[src/rtl/oci_dct_pkg.sv]
// Shared widths, atom encodings and packer state type for the OCI DCT trace packer.
package oci_dct_pkg;
  localparam int ATOM_W = 2;
  localparam int SLOTS  = 15;
  localparam int BUF_W  = ATOM_W * SLOTS;
  localparam int CNT_W  = 4;

  localparam logic [ATOM_W-1:0] ATOM_NULL = 2'b00;
  localparam logic [ATOM_W-1:0] ATOM_NT   = 2'b01;
  localparam logic [ATOM_W-1:0] ATOM_T    = 2'b10;
  localparam logic [ATOM_W-1:0] ATOM_EXC  = 2'b11;

  typedef enum logic [1:0] {
    EMPTY   = 2'b00,
    PARTIAL = 2'b01,
    PENDING = 2'b10
  } dct_state_e;
endpackage

[src/rtl/niosii_system_nios2_0_oci_dct_frame_reg.sv]
// Output holding register for closed trace frames, with valid/ready handshake.
module oci_dct_frame_reg
  import oci_dct_pkg::*;
#(
  parameter int FW = BUF_W,
  parameter int CW = CNT_W
) (
  input  logic          clk,
  input  logic          reset,
  input  logic          load,
  input  logic [FW-1:0] load_data,
  input  logic [CW-1:0] load_count,
  input  logic          frm_ready,
  output logic          slot_free,
  output logic          frm_valid,
  output logic [FW-1:0] frm_data,
  output logic [CW-1:0] frm_count
);
  logic          valid_r;
  logic [FW-1:0] data_r;
  logic [CW-1:0] count_r;

  assign slot_free = !valid_r || frm_ready;
  assign frm_valid = valid_r;
  assign frm_data  = data_r;
  assign frm_count = count_r;

  // Frame slot: a load takes priority over the consumer draining it.
  always_ff @(posedge clk) begin
    if (reset) begin
      valid_r <= 1'b0;
      data_r  <= '0;
      count_r <= '0;
    end else if (load) begin
      valid_r <= 1'b1;
      data_r  <= load_data;
      count_r <= load_count;
    end else if (frm_ready) begin
      valid_r <= 1'b0;
    end else begin
      valid_r <= valid_r;
    end
  end
endmodule

[src/rtl/niosii_system_nios2_0_oci_dct_packer.sv]
// Packs 2-bit DCT trace atoms into 15-slot frames and sequences them to the trace FIFO.
module niosii_system_nios2_0_oci_dct_packer
  import oci_dct_pkg::*;
(
  input  logic             clk,
  input  logic             reset,
  input  logic             trace_enable,
  input  logic             atom_valid,
  input  logic [ATOM_W-1:0] atom_data,
  output logic             atom_ready,
  input  logic             flush,
  output logic             frm_valid,
  output logic [BUF_W-1:0] frm_data,
  output logic [CNT_W-1:0] frm_count,
  input  logic             frm_ready,
  output logic [BUF_W-1:0] dct_buffer,
  output logic [CNT_W-1:0] dct_count,
  output logic             overflow,
  input  logic             overflow_clr
);
  dct_state_e       state_r, state_s;
  logic [BUF_W-1:0] buf_r, buf_s, fill_buf_s;
  logic [CNT_W-1:0] cnt_r, cnt_s, fill_cnt_s;
  logic             overflow_r;
  logic             slot_free_s, load_s, close_s, accept_s;

  assign atom_ready = trace_enable && (state_r != PENDING);
  assign accept_s   = atom_valid && atom_ready;
  assign dct_buffer = buf_r;
  assign dct_count  = cnt_r;
  assign overflow   = overflow_r;

  // Buffer contents after folding in this cycle's atom; nulls are consumed without storage.
  always_comb begin
    fill_buf_s = buf_r;
    fill_cnt_s = cnt_r;
    if (accept_s && (atom_data != ATOM_NULL)) begin
      fill_buf_s = buf_r | ({{(BUF_W-ATOM_W){1'b0}}, atom_data} << {cnt_r, 1'b0});
      fill_cnt_s = cnt_r + 4'd1;
    end else begin
      fill_buf_s = buf_r;
      fill_cnt_s = cnt_r;
    end
    close_s = (fill_cnt_s == 4'd15) ||
              ((flush || !trace_enable) && (fill_cnt_s != 4'd0));
  end

  // Next-state: a closed frame either moves to the output slot or waits in PENDING.
  always_comb begin
    state_s = state_r;
    buf_s   = buf_r;
    cnt_s   = cnt_r;
    load_s  = 1'b0;
    case (state_r)
      PENDING: begin
        if (slot_free_s) begin
          load_s  = 1'b1;
          state_s = EMPTY;
          buf_s   = '0;
          cnt_s   = 4'd0;
        end else begin
          state_s = PENDING;
        end
      end
      EMPTY, PARTIAL: begin
        if (close_s && slot_free_s) begin
          load_s  = 1'b1;
          state_s = EMPTY;
          buf_s   = '0;
          cnt_s   = 4'd0;
        end else if (close_s) begin
          state_s = PENDING;
          buf_s   = fill_buf_s;
          cnt_s   = fill_cnt_s;
        end else begin
          buf_s   = fill_buf_s;
          cnt_s   = fill_cnt_s;
          state_s = (fill_cnt_s == 4'd0) ? EMPTY : PARTIAL;
        end
      end
      default: begin
        state_s = EMPTY;
        buf_s   = '0;
        cnt_s   = 4'd0;
      end
    endcase
  end

  // Packer state and buffer registers.
  always_ff @(posedge clk) begin
    if (reset) begin
      state_r <= EMPTY;
      buf_r   <= '0;
      cnt_r   <= 4'd0;
    end else begin
      state_r <= state_s;
      buf_r   <= buf_s;
      cnt_r   <= cnt_s;
    end
  end

  // Sticky loss flag; a new loss outranks a same-cycle clear.
  always_ff @(posedge clk) begin
    if (reset) begin
      overflow_r <= 1'b0;
    end else if (atom_valid && trace_enable && !atom_ready) begin
      overflow_r <= 1'b1;
    end else if (overflow_clr) begin
      overflow_r <= 1'b0;
    end else begin
      overflow_r <= overflow_r;
    end
  end

  oci_dct_frame_reg #(.FW(BUF_W), .CW(CNT_W)) u_frame_reg (
    .clk        (clk),
    .reset      (reset),
    .load       (load_s),
    .load_data  (buf_s == buf_s ? (state_r == PENDING ? buf_r : fill_buf_s) : fill_buf_s),
    .load_count (state_r == PENDING ? cnt_r : fill_cnt_s),
    .frm_ready  (frm_ready),
    .slot_free  (slot_free_s),
    .frm_valid  (frm_valid),
    .frm_data   (frm_data),
    .frm_count  (frm_count)
  );
endmodule

[config.mk]
export PLATFORM = sky130hd
export DESIGN_NAME = niosii_system_nios2_0_oci_dct_packer
export DESIGN_NICKNAME = d
export VERILOG_FILES = /design/src/rtl/oci_dct_pkg.sv /design/src/rtl/niosii_system_nios2_0_oci_dct_frame_reg.sv /design/src/rtl/niosii_system_nios2_0_oci_dct_packer.sv
export SDC_FILE = /design/constraint.sdc
export NUM_CORES = 1
export LEC_CHECK = 0
export ABC_CLOCK_PERIOD_IN_PS = 3200
export CAP_MARGIN = 20
export CORE_AREA = 2 2 108 110
export DETAILED_ROUTE_END_ITERATION = 10
export DIE_AREA = 0 0 110 112
export PLACE_DENSITY = 0.48
export SLEW_MARGIN = 40
export SYNTH_ARGS = -nofsm -noshare
export SYNTH_HDL_FRONTEND = slang
export SYNTH_SLANG_ARGS = --single-unit
[constraint.sdc]
create_clock -name clk -period 3.2 [get_ports clk]
set_clock_uncertainty 0.05 [all_clocks]
set_input_delay 0.32 -clock clk [delete_from_list [all_inputs] [get_ports clk]]
set_output_delay 0.32 -clock clk [all_outputs]
set_load 0.1 [all_outputs]
# Yosys cells after proc, flatten, opt, wreduce, memory -nomap -nowiden
# Index checks and enable logic that the tools add are counted.
[totals]
wordCells = 57
output_inout_bits = 71
reg_bits = 72
in_bits = 9
[classes]
bitwise = 1
n_reduce_logical = 20
n_mux = 22
n_shift = 1
n_eq_ne = 5
add_sub_neg = 1
[op_table]
columns = ["operator", "count"]
rows = [
  ["30-bit 2-to-1 mux", 4],
  ["30-bit one-hot mux with 2 select lines", 1],
  ["30-bit OR", 1],
  ["2-bit by 5-bit << shifter with 30-bit output", 1],
  ["4-bit 2-to-1 mux", 4],
  ["4-bit one-hot mux with 2 select lines", 1],
  ["1-bit logical AND", 7],
  ["1-bit 2-to-1 mux", 7],
  ["2-bit 2-to-1 mux", 3],
  ["2-bit nonzero test", 3],
  ["4-bit by 1-bit adder with 4-bit output (second input constant)", 1],
  ["4-bit equality test (second input constant)", 1],
  ["4-bit zero test", 1],
  ["2-bit != test (second input constant)", 2],
  ["2-bit one-hot mux with 2 select lines", 1],
  ["4-bit nonzero test", 1],
  ["1-bit zero test", 3],
  ["1-bit logical OR", 3],
  ["2-bit by 1-bit equality test with 1-bit output (second input constant)", 1],
  ["2-bit equality test (second input constant)", 1],
  ["2-bit zero test", 1],
  ["1-bit one-hot mux with 2 select lines", 1],
  ["2-bit OR reduction", 1],
]

# Logic depth before layout (Yosys ltp)
# Gate-level depths: netlist of run 1.
[logic_depth]
word_depth = 12
ltp_mapped = 9
depth_no_buf = 7

# Cells and area by module
# Synthesis of run 1 repeated with hierarchy kept, for this count alone.
[unflattened]
cells_unflattened = 335
hier_area_um2 = 3156.8
[modules_own_cells]
columns = ["mod", "cells_per_inst", "seq_area_each_um2", "area_per_inst_um2", "instances"]
rows = [
  ["niosii_system_nios2_0_oci_dct_packer", 221, 740.7, 1884.3, 1],
  ["oci_dct_frame_reg", 114, 700.7, 1272.5, 1],
]

# Least setup slack after synthesis of run 1
# No wires, ideal clock.
[synth_path]
kind = "reg2reg"
startpoint = "register cnt_r[0] (netlist: dct_count[0])"
endpoint = "register buf_r[0] (netlist: dct_buffer[0])"
synth_period_minus_slack_ns = 2.858
arrival_time_ns = 2.690
setup_slack_ns = 0.342
required_ns = 3.032
setup_ns = 0.118
path_buffers = 1
stages_incl_launch_ff = 9
cell_sequence = "dfxtp_1 > ha_1 > xor2_1 > nor4_2 > o31ai_4 > a211oi_2 > or2_4 > buf_6 > a22o_1"
[synth_via]
elab_chain_cells = 8
word_cells_on_any_way = 12
classes_between = "add/sub: 1; eq/ne: 1; shift: 1; mux: 4; bitwise: 1; reduce/logical: 4"
[synth_rtl]
columns = ["element", "line_no", "text"]
rows = [
  ["from (decl)", "niosii_system_nios2_0_oci_dct_packer.sv:23", "logic [CNT_W-1:0] cnt_r, cnt_s, fill_cnt_s;"],
  ["from (signal assigned)", "niosii_system_nios2_0_oci_dct_packer.sv:98", "cnt_r <= cnt_s;"],
  ["4-bit by 1-bit adder with 4-bit output", "niosii_system_nios2_0_oci_dct_packer.sv:39", "fill_cnt_s = cnt_r + 4'd1;"],
  ["4-bit 2-to-1 mux", "niosii_system_nios2_0_oci_dct_packer.sv:37", "if (accept_s && (atom_data != ATOM_NULL)) begin"],
  ["4-bit nonzero test", "niosii_system_nios2_0_oci_dct_packer.sv:45", "((flush || !trace_enable) && (fill_cnt_s != 4'd0));"],
  ["1-bit logical AND", "niosii_system_nios2_0_oci_dct_packer.sv:45", ""],
  ["1-bit logical OR", "niosii_system_nios2_0_oci_dct_packer.sv:44", "close_s = (fill_cnt_s == 4'd15) ||"],
  ["1-bit logical AND", "niosii_system_nios2_0_oci_dct_packer.sv:66", "if (close_s && slot_free_s) begin"],
  ["30-bit 2-to-1 mux *", "niosii_system_nios2_0_oci_dct_packer.sv:66", ""],
  ["30-bit one-hot mux with 2 select lines *", "niosii_system_nios2_0_oci_dct_packer.sv:54", "case (state_r)"],
  ["to (signal assigned)", "niosii_system_nios2_0_oci_dct_packer.sv:97", "buf_r <= buf_s;"],
  ["to (decl)", "niosii_system_nios2_0_oci_dct_packer.sv:22", "logic [BUF_W-1:0] buf_r, buf_s, fill_buf_s;"],
]
# Mark *: on every way between the ends. The rest lies on a longest branch, timed or not.
# A chain may end at the register's enable or synchronous reset.

# Worst setup path in the final report of run 1
[layout_path]
startpoint = "register cnt_r[1] (netlist: dct_count[1])"
endpoint = "register buf_r[1] (netlist: dct_buffer[1])"
# Same word-level chain as after synthesis.

==> impl_metrics.json, run 1 <==
{
  "cp_max_delay_cell": "dfxtp_1",
  "post_synth_inst_count": 362,
  "timing_max_transition_violations_final": 0,
  "endpoint_kind": "flop",
  "setup-tns-final_ps": 0,
  "seq_area_mm2": 0.001441,
  "multi_input_area_mm2": 0.001677,
  "ios": 80,
  "detail_route.first_pass.iterations": 4,
  "tightest_slew_ps": 554.9,
  "type_of_the_worst_min_delay_path": "in -> reg",
  "achievable_frequency_ghz": 0.3829,
  "synth_top_family_by_area": "compound AO/OA/AOI/OAI gates",
  "synth_edf_count": 0,
  "p_comb_frac": 0.246,
  "netSwitchingPower_uw": 959.3,
  "synth_fp_nets": 372,
  "fill_cells": 1183,
  "synth-compound-area-share": 0.2689,
  "p_total_mw": 2.641,
  "worst_setup_path_start_kind": "flop",
  "numClockSinks": 72,
  "design.final.nets": 447,
  "fin_util": 0.3703,
  "asyncSetResetFlopFracSynth": 0,
  "detailed_place.area_mm2": 0.003834,
  "yosys_warnings": 0,
  "critPathTopFamily": "simple AND/OR/NAND/NOR gates",
  "synth.cell_area_mm2": 0.003276,
  "report.final.setup_viol": 0,
  "grtUsageTotal": 0.1660,
  "rsz0062_at_grt": "false",
  "chipHeight_um": 112,
  "htree_levels": 3,
  "cap_viol_max_count": 0,
  "io_buffers": 79,
  "cell_internal_pwr_mw": 1.681,
  "layout.cells.non_filler": 585,
  "drive_gt1_frac": 0.3122,
  "area_growth_syn_to_layout_pct": 26.32,
  "synth_adder_area_share": 0.003820,
  "power-per-cell-area_mw_per_mm2": 638.2,
  "n_antenna_cell": 0,
  "wl_per_cell_um": 17.02,
  "core_area_mm2": 0.01117,
  "worst-path-buf-inv": 0,
  "dpl.cell_count": 569,
  "first_global_vias": 2700,
  "cts_setup_buffers": 0,
  "path_max_fanout": 30,
  "clockPowerShare": 0.386,
  "cp_data_required_time_ps": 3420,
  "detailroute.via_count": 2889,
  "globalRoute.totalOverflow": 0,
  "synth_xor_xnor_area_share": 0.01299,
  "grt_first_pass_wirelength_mm": 15.72,
  "switching_share": 0.3633,
  "cp_cell_sequence": "ha_1 -> xor2_1 -> nor4_2 -> o31ai_4 -> a211oi_2 -> or2_4 -> a22o_1",
  "detail-route-antenna-nets": 0,
  "cp_data_arrival_time_ps": 2830,
  "timing.setup.critical_path_class": "reg -> reg",
  "static-leakage-power_nw": 1.650,
  "post_synth.cell_area_avg_um2": 9.049,
  "postSynth.topFlopCell": "dfxtp_1",
  "seq_power_share": 0.368,
  "drc_errors": 0,
  "floorplan.die_area_mm2": 0.01232,
  "synth_simple_gate_area_frac": 0.2208,
  "vias_per_cell": 4.938,
  "synth_sequential_area_ratio": 0.4400,
  "stdcell_area_mm2": 0.004138,
  "cts_made_buffers": 9,
  "run_status": "finished, final reports clean",
  "worst_setup_hold_path_clk_slew_ps": 60,
  "synth_seq_cells": 72,
  "clk-insertion-delay-late_ps": 320,
  "cts_tree": "done",
  "die_width_um": 110,
  "cpPeakStageDelay_ps": 560,
  "rows": 39,
  "min_period_over_period": 0.8162,
  "cts_buffer_depth": 2,
  "postCtsHoldBufs": 0,
  "clock-root-buffer": "clkbuf_16",
  "dp.final_hpwl_mm": 6.974,
  "hold_violations": 0,
  "max_slew_margin": 0.6287,
  "drt_iter0_drc": 199,
  "initial_core_utilization": 0.2931,
  "post-route-min-period_ps": 2612,
  "grt_max_degree": 69,
  "initial_antenna_violation_count": 0,
  "gp_routability_congestion": 0.8517,
  "cts_repair_resize_count": 0,
  "synth.area.mux_share": 0.003056,
  "synthDistinctLibCells": 48,
  "ir_worst_vdd_mv": 0.2442,
  "detail_route.wirelength_mm": 9.959
}
==> logic make-up after synthesis <==
family,count (synthesis)
fa+ha+maj,1
compound gates,93
simple gates,163
buf+inv,28
xor+xnor,4
mux,1
flops,72
==> state kept, by name, indices dropped and copies added, names as in the netlist <==
name / count
dct_buffer: 30
u_frame_reg.frm_data: 30
dct_count: 4
u_frame_reg.frm_count: 4
state_r: 2
overflow: 1
u_frame_reg.frm_valid: 1
==> metrics by stage <==
step	hold WS [ps]	setup WS [ps]
floorplan	435.3	342.2
global placement	442.2	415.4
detailed placement	432.8	399.2
CTS	375.1	550.9
global route	422.9	321.1
finish	382.3	588.1
==> final timing paths <==
path | start | to | slack (ps) | cells after the start
max | dct_count[1] | dct_buffer[1] | 590 | 7
min | reset | overflow | 380 | 2
max reg2reg | dct_count[1] | dct_buffer[1] | 590 | 7
min reg2reg | u_frame_reg.frm_data[19] | u_frame_reg.frm_data[19] | 440 | 2
==> routing by layer <==
metal	share of wire	vias up	wire [um]	track usage
li1	-	1436	-	-
met1	0.47	1360	4658	0.2436
met2	0.46	86	4543	0.2470
met3	0.067	7	669	0.02752
met4	0.0087	0	87	0.05063
met5	0	-	0	0
==> Yosys cell counts, types with 2 or more instances <==
cell type / number / area (um2)
buf_6: 6 / 67.56
a211oi_2: 28 / 350.3
and2_1: 3 / 18.77
a211oi_1: 8 / 60.06
a21oi_2: 2 / 17.52
clkbuf_1: 6 / 22.52
nor3_2: 2 / 20.02
nand3_1: 6 / 30.03
nor2_1: 111 / 416.7
nor3_1: 5 / 25.02
nor4_2: 2 / 25.02
o21ai_0: 5 / 25.02
dfxtp_1: 72 / 1441
a22o_1: 30 / 262.8
xnor2_1: 2 / 17.52
nor4_1: 2 / 12.51
buf_2: 9 / 45.04
nor2b_1: 3 / 18.77
inv_1: 5 / 18.77
a21oi_1: 7 / 35.03
or3_1: 4 / 25.02
nand2_1: 13 / 48.80
nand2b_1: 6 / 37.54
==> power by group through the flow <==
stage	combinational (mW)	sequential (mW)	clock, mW
floorplan	0.208	1.33	0
detailed placement	0.654	0.991	0
CTS	0.655	0.972	1.04
finish	0.650	0.971	1.02
global placement	0.692	0.993	0
global route	0.684	0.976	1.07
==> cell usage in the layout, fill, tap and decap left out, types with 7 or more instances in the layout <==
cell             count
a211oi_1             8
a211oi_2            27
a21oi_1              7
a22o_1              30
buf_2               66
buf_4               13
clkbuf_16            9
clkdlybuf4s50_1      7
dfxtp_1             72
nand2_1             13
nor2_1             111
==> final cells by class <==
class                      count  share of cell area
clock inverter                 7             0.01905
clock buffer                   9             0.05443
sequential                    72              0.3484
inverter                       5            0.004536
multi-input combinational    262              0.4052
tap                          143             0.04324
timing repair buffer          87              0.1252
No activity file was read; power rests on OpenSTA's default activity.
==> run 2, diff against run 1 <==
--- a/config.mk
+++ b/config.mk
@@ -5,12 +5,12 @@
 export SDC_FILE = /design/constraint.sdc
 export NUM_CORES = 1
 export LEC_CHECK = 0
-export ABC_CLOCK_PERIOD_IN_PS = 3200
+export ABC_CLOCK_PERIOD_IN_PS = 2300
 export CAP_MARGIN = 20
 export CORE_AREA = 2 2 108 110
 export DETAILED_ROUTE_END_ITERATION = 10
 export DIE_AREA = 0 0 110 112
-export PLACE_DENSITY = 0.48
+export PLACE_DENSITY = 0.5
 export SLEW_MARGIN = 40
 export SYNTH_ARGS = -nofsm -noshare
 export SYNTH_HDL_FRONTEND = slang
==> constraint.sdc (replaced) <==
create_clock -name clk -period 2.3 [get_ports clk]
set_clock_uncertainty 0.05 [all_clocks]
set_input_delay 0.23 -clock clk [delete_from_list [all_inputs] [get_ports clk]]
set_output_delay 0.23 -clock clk [all_outputs]
set_load 0.1 [all_outputs]
==> run 2 against run 1 <==
Worst hold slack got worse by 62 ps. Final cell count up 4.8%. Critical path depth increased by 1. Critical endpoint is now u_frame_reg.frm_data[21]. Sequential power up 39%. Via count grew 4.4%. Wire length is 2.7% higher. Power is 45% higher.
==> impl_metrics.json, run 2 (synthesis gave the netlist of run 1 again) <==
{
  "run_status": "finished, final reports clean",
  "cap_viol_max_count": 0,
  "clk-insertion-delay-late_ps": 330,
  "first_global_vias": 2850,
  "grt_max_degree": 45,
  "grtUsageTotal": 0.1675,
  "design.final.nets": 476,
  "vias_per_cell": 4.922,
  "tightest_slew_ps": 498.7,
  "detail-route-antenna-nets": 0,
  "path_common_cell": "buf_4",
  "static-leakage-power_nw": 1.815,
  "type_of_the_worst_min_delay_path": "in -> reg",
  "achievable_frequency_ghz": 0.4497,
  "path_max_fanout": 14,
  "clock-root-buffer": "clkbuf_16",
  "hold_violations": 0,
  "report.final.setup_viol": 0,
  "detail_route.wirelength_mm": 10.23,
  "cpPeakStageDelay_ps": 510,
  "cts_buffer_depth": 2,
  "globalRoute.totalOverflow": 0,
  "initial_core_utilization": 0.2931,
  "htree_levels": 3,
  "most-common-layout-cells": "nor2_1 (111), buf_4 (102), dfxtp_1 (67), a22o_1 (30), a211oi_2 (28)",
  "stdcell_area_mm2": 0.004639,
  "p_total_mw": 3.826,
  "cts_made_buffers": 9,
  "wl_per_cell_um": 16.69,
  "cp_data_required_time_ps": 2500,
  "gp_routability_congestion": 0.8272,
  "timing_max_transition_violations_final": 0,
  "final.hold.worst_slack_ps": 320.7,
  "ir_worst_vdd_mv": 0.3736,
  "worst_setup_hold_path_clk_slew_ps": 60,
  "detailed_place.area_mm2": 0.004233,
  "die_width_um": 110,
  "chipHeight_um": 112,
  "cp_cell_sequence": "buf_4 -> and3_1 -> or4_4 -> a21oi_4 -> a211oi_4 -> buf_4 -> clkbuf_16 -> a211oi_1",
  "fill_cells": 1118,
  "cp_data_arrival_time_ps": 2420,
  "floorplan.die_area_mm2": 0.01232,
  "cts_tree": "done",
  "rows": 39,
  "endpoint_kind": "flop",
  "ios": 80,
  "area_growth_syn_to_layout_pct": 41.63,
  "fin_util": 0.4152,
  "rsz0062_at_grt": "true",
  "post-route-min-period_ps": 2224,
  "grt_first_pass_wirelength_mm": 15.72,
  "detailroute.via_count": 3017,
  "initial_antenna_violation_count": 0,
  "timing.setup.critical_path_class": "reg -> reg",
  "io_buffers": 79,
  "max_slew_margin": 0.6663,
  "layout.cells.most_common": "nor2_1",
  "drive_gt1_frac": 0.3723,
  "power-per-cell-area_mw_per_mm2": 824.8,
  "worst_setup_path_start_kind": "flop",
  "core_area_mm2": 0.01117,
  "detail_route.first_pass.iterations": 4,
  "drc_errors": 0,
  "cp_max_delay_cell": "or4_4",
  "min_period_over_period": 0.9668,
  "dp.final_hpwl_mm": 7.217,
  "drt_iter0_drc": 180,
  "n_antenna_cell": 0,
  "numClockSinks": 72
}
-- run 2: cell types whose count changed in the layout (fill, tap and decap cells not counted), sizes merged --
| cell | change |
|---|---|
| inv | -2 |
| clkinv | -2 |
| clkinvlp | +1 |
| clkbuf | +3 |
| buf | +28 |
-- run 2: area by class of cell --
type / count / area [um2] / share of cell area
multi-input combinational: 262 / 1723 / 0.3714
sequential: 72 / 1455 / 0.3136
clock inverter: 4 / 51.30 / 0.01106
clock buffer: 11 / 264.0 / 0.05690
inverter: 5 / 18.77 / 0.004045
tap: 143 / 178.9 / 0.03857
timing repair buffer: 116 / 948.4 / 0.2044
-- run 2: final timing paths --
check                             endpoint  slack [ps]                     start  cells past startpoint
setup / recovery  u_frame_reg.frm_data[21]          80              dct_count[0]                      8
hold / removal       u_frame_reg.frm_valid         320                     reset                      3
setup reg to reg  u_frame_reg.frm_data[21]          80              dct_count[0]                      8
hold reg to reg   u_frame_reg.frm_data[18]         450  u_frame_reg.frm_data[18]                      2
-- run 2: routing by layer --
layer  share of wire  vias up  GRT usage
met1            0.46     1434     0.2328
met3           0.056       10    0.03630
met4           0.016        0    0.05654
met2            0.47       83     0.2556
met5               0        -          0
li1                -     1490          -
-- run 2: power by group --
group / internal, mW / total, mW / leakage (nW) / switching [mW]
registers: 1.31 / 1.35 / 0.589 / 0.0387
logic: 0.261 / 1.01 / 1.07 / 0.751
clock network: 0.929 / 1.46 / 0.153 / 0.532
total: 2.50 / 3.83 / 1.81 / 1.32
-- run 2: worst max-delay path: cells and delay by family (launching register included) --
kind            cells  cell delay [ps]
simple gates        2              710
flops               1              350
compound gates      3              480
buf+inv             3              540
-- run 2: timing repair --
| action | in CTS | in global routing |
|---|---|---|
| buffers inserted | 0 | 1 |
| pin swaps | 0 | 3 |
| cloned | 0 | 2 |
| resized for setup | 1 | 7 |
| hold buffers | 0 | 0 |
| endpoints found under the setup margin | 3 | 50 |
-- run 2: through the flow --
stage / cells / setup TNS, ps / worst slack, ps
after floorplan: 362 / 0 / 4.424
final: 613 / 0 / 76.26
after CTS: 610 / 0 / 12.01
after global placement: 595 / -9050 / -179.6
after global routing: 613 / -25.86 / -16.91
after detailed placement: 595 / -12360 / -266.2
==> run 3, diff against run 2 <==
--- a/config.mk
+++ b/config.mk
@@ -11,6 +11,7 @@
 export DETAILED_ROUTE_END_ITERATION = 10
 export DIE_AREA = 0 0 110 112
 export PLACE_DENSITY = 0.5
+export SETUP_SLACK_MARGIN = 0.05
 export SLEW_MARGIN = 40
 export SYNTH_ARGS = -nofsm -noshare
 export SYNTH_HDL_FRONTEND = slang
==> run 3 against run 2 <==
Sequential share of layout area is 0.64 points lower. Combinational power is 5% higher. Critical endpoint is now u_frame_reg.frm_data[15]. Largest power group is now registers. Worst hold slack worse by 23 ps.
==> impl_metrics.json, run 3 (synthesis gave the netlist of run 1 again) <==
{
  "cp_data_arrival_time_ps": 2370,
  "worst_r2r_startpoint": "dct_count[0]",
  "clk-insertion-delay-late_ps": 330,
  "tightest_slew_ps": 543.5,
  "initial_core_utilization": 0.2931,
  "layout.cells.most_common": "nor2_1",
  "numClockSinks": 72,
  "ir_worst_vdd_mv": 0.3985,
  "detailroute.via_count": 3089,
  "type_of_the_worst_min_delay_path": "in -> reg",
  "initial_antenna_violation_count": 0,
  "power-per-cell-area_mw_per_mm2": 783.2,
  "wl_per_cell_um": 16.91,
  "timing.setup.critical_path_class": "reg -> reg",
  "rsz0062_at_grt": "true",
  "layout.cells.non_filler": 616,
  "dpl.cell_count": 592,
  "worst-r2r-setup-slack_ps": 70,
  "first_global_vias": 2874,
  "htree_levels": 3,
  "setup.worst_path.start": "dct_count[0]",
  "stdcell_area_mm2": 0.004741,
  "cp_max_delay_cell": "or4_4",
  "postCtsHoldBufs": 0,
  "globalRoute.totalOverflow": 0,
  "io_buffers": 79,
  "critPathTopFamily": "simple AND/OR/NAND/NOR gates",
  "vias_per_cell": 5.015,
  "n_antenna_cell": 0,
  "grtUsageTotal": 0.1653,
  "floorplan.die_area_mm2": 0.01232,
  "most-common-layout-cells": "nor2_1 (103), buf_4 (100), dfxtp_1 (66), a22o_1 (30), a211oi_2 (29)",
  "detail_route.first_pass.iterations": 5,
  "post-route-min-period_ps": 2225,
  "timing_max_transition_violations_final": 0,
  "gp_routability_congestion": 0.8574,
  "design.final.nets": 478,
  "die_width_um": 110,
  "crit_cells": 9,
  "cts_made_buffers": 9,
  "chipHeight_um": 112,
  "drt_iter0_drc": 152,
  "area_growth_syn_to_layout_pct": 44.73,
  "setup-tns-final_ps": 0,
  "run_status": "finished, final reports clean",
  "drive_gt1_frac": 0.4017,
  "dp.final_hpwl_mm": 7.279,
  "clock-root-buffer": "clkbuf_16",
  "static-leakage-power_nw": 1.839,
  "ios": 80,
  "ff2ff_path_depth": 9,
  "detail-route-antenna-nets": 0,
  "worst_setup_path_start_kind": "flop",
  "endpoint_kind": "flop",
  "max_slew_margin": 0.6363,
  "detail_route.wirelength_mm": 10.42,
  "whs_path_depth": 2,
  "min_from": "reset",
  "cpPeakStageDelay_ps": 540,
  "rows": 39,
  "grt_first_pass_wirelength_mm": 15.51,
  "drc_errors": 0,
  "cap_viol_max_count": 0,
  "worst_setup_hold_path_clk_slew_ps": 60,
  "path_max_fanout": 8,
  "report.final.setup_viol": 0,
  "min_period_over_period": 0.9674,
  "worst-path-buf-inv": 2,
  "hold_violations": 0,
  "achievable_frequency_ghz": 0.4494,
  "cp_data_required_time_ps": 2440,
  "core_area_mm2": 0.01117,
  "cp_cell_sequence": "ha_4 -> xor2_1 -> or4_4 -> a21oi_4 -> a211oi_4 -> buf_6 -> clkbuf_16 -> nor2_1 -> a211oi_1",
  "detailed_place.area_mm2": 0.004233,
  "grt_max_degree": 37,
  "cts_tree": "done",
  "cts_buffer_depth": 2
}
[run 3: layout make-up]
cell class / count / area [um2]
Fill cell: 1123 / 6434
Clock buffer: 10 / 229.0
Timing Repair Buffer: 118 / 1010
Clock inverter: 6 / 43.79
Tap cell: 143 / 178.9
Multi-Input combinational cell: 262 / 1804
Inverter: 5 / 18.77
Sequential cell: 72 / 1456
[run 3: worst register-to-register path, cell delays in order (launching register included)]
cell and delay, ps:
dfxtp_4 370, ha_4 200, xor2_1 160, or4_4 540, a21oi_4 220, a211oi_4 90
buf_6 160, clkbuf_16 170, nor2_1 90, a211oi_1 50
[run 3: what timing repair did]
item | CTS | global route
setup buffers | 0 | 5
cloned | 0 | 3
setup endpoints to repair | 2 | 48
resized for setup | 1 | 26
pin swaps | 1 | 14
[run 3: report_power, final]
group	internal (mW)	switching, mW	leakage [nW]
logic	0.294	0.766	1.12
clock network	0.736	0.558	0.133
registers	1.31	0.0459	0.589
total	2.34	1.37	1.84
[run 3: worst paths after layout]
| check | to |
|---|---|
| worst max-delay path | u_frame_reg.frm_data[15] |
| worst min register to register | u_frame_reg.frm_data[15] |
| worst min-delay path | overflow |
| worst max register to register | u_frame_reg.frm_data[15] |
[run 3: per-stage QoR]
| step | power, mW | hold slack, ps | setup slack [ps] | util |
|---|---|---|---|---|
| finish | 3.713 | 297.8 | 74.92 | 0.4243 |
| floorplan | 2.146 | 345.3 | 55.17 | - |
| global route | 3.852 | 328.3 | 4.375 | 0.4243 |
| detailed placement | 2.370 | 434.7 | -295.2 | 0.3788 |
| global placement | 2.364 | 442.7 | -248.2 | 0.3788 |
| CTS | 3.667 | 291.4 | 63.54 | 0.4038 |
[run 3: metal layers]
metal,vias up,share of wire,track usage
met4,0,0.013,0.05992
met1,1481,0.46,0.2324
li1,1498,-,-
met3,11,0.059,0.03220
met2,99,0.47,0.2495
met5,-,0,0
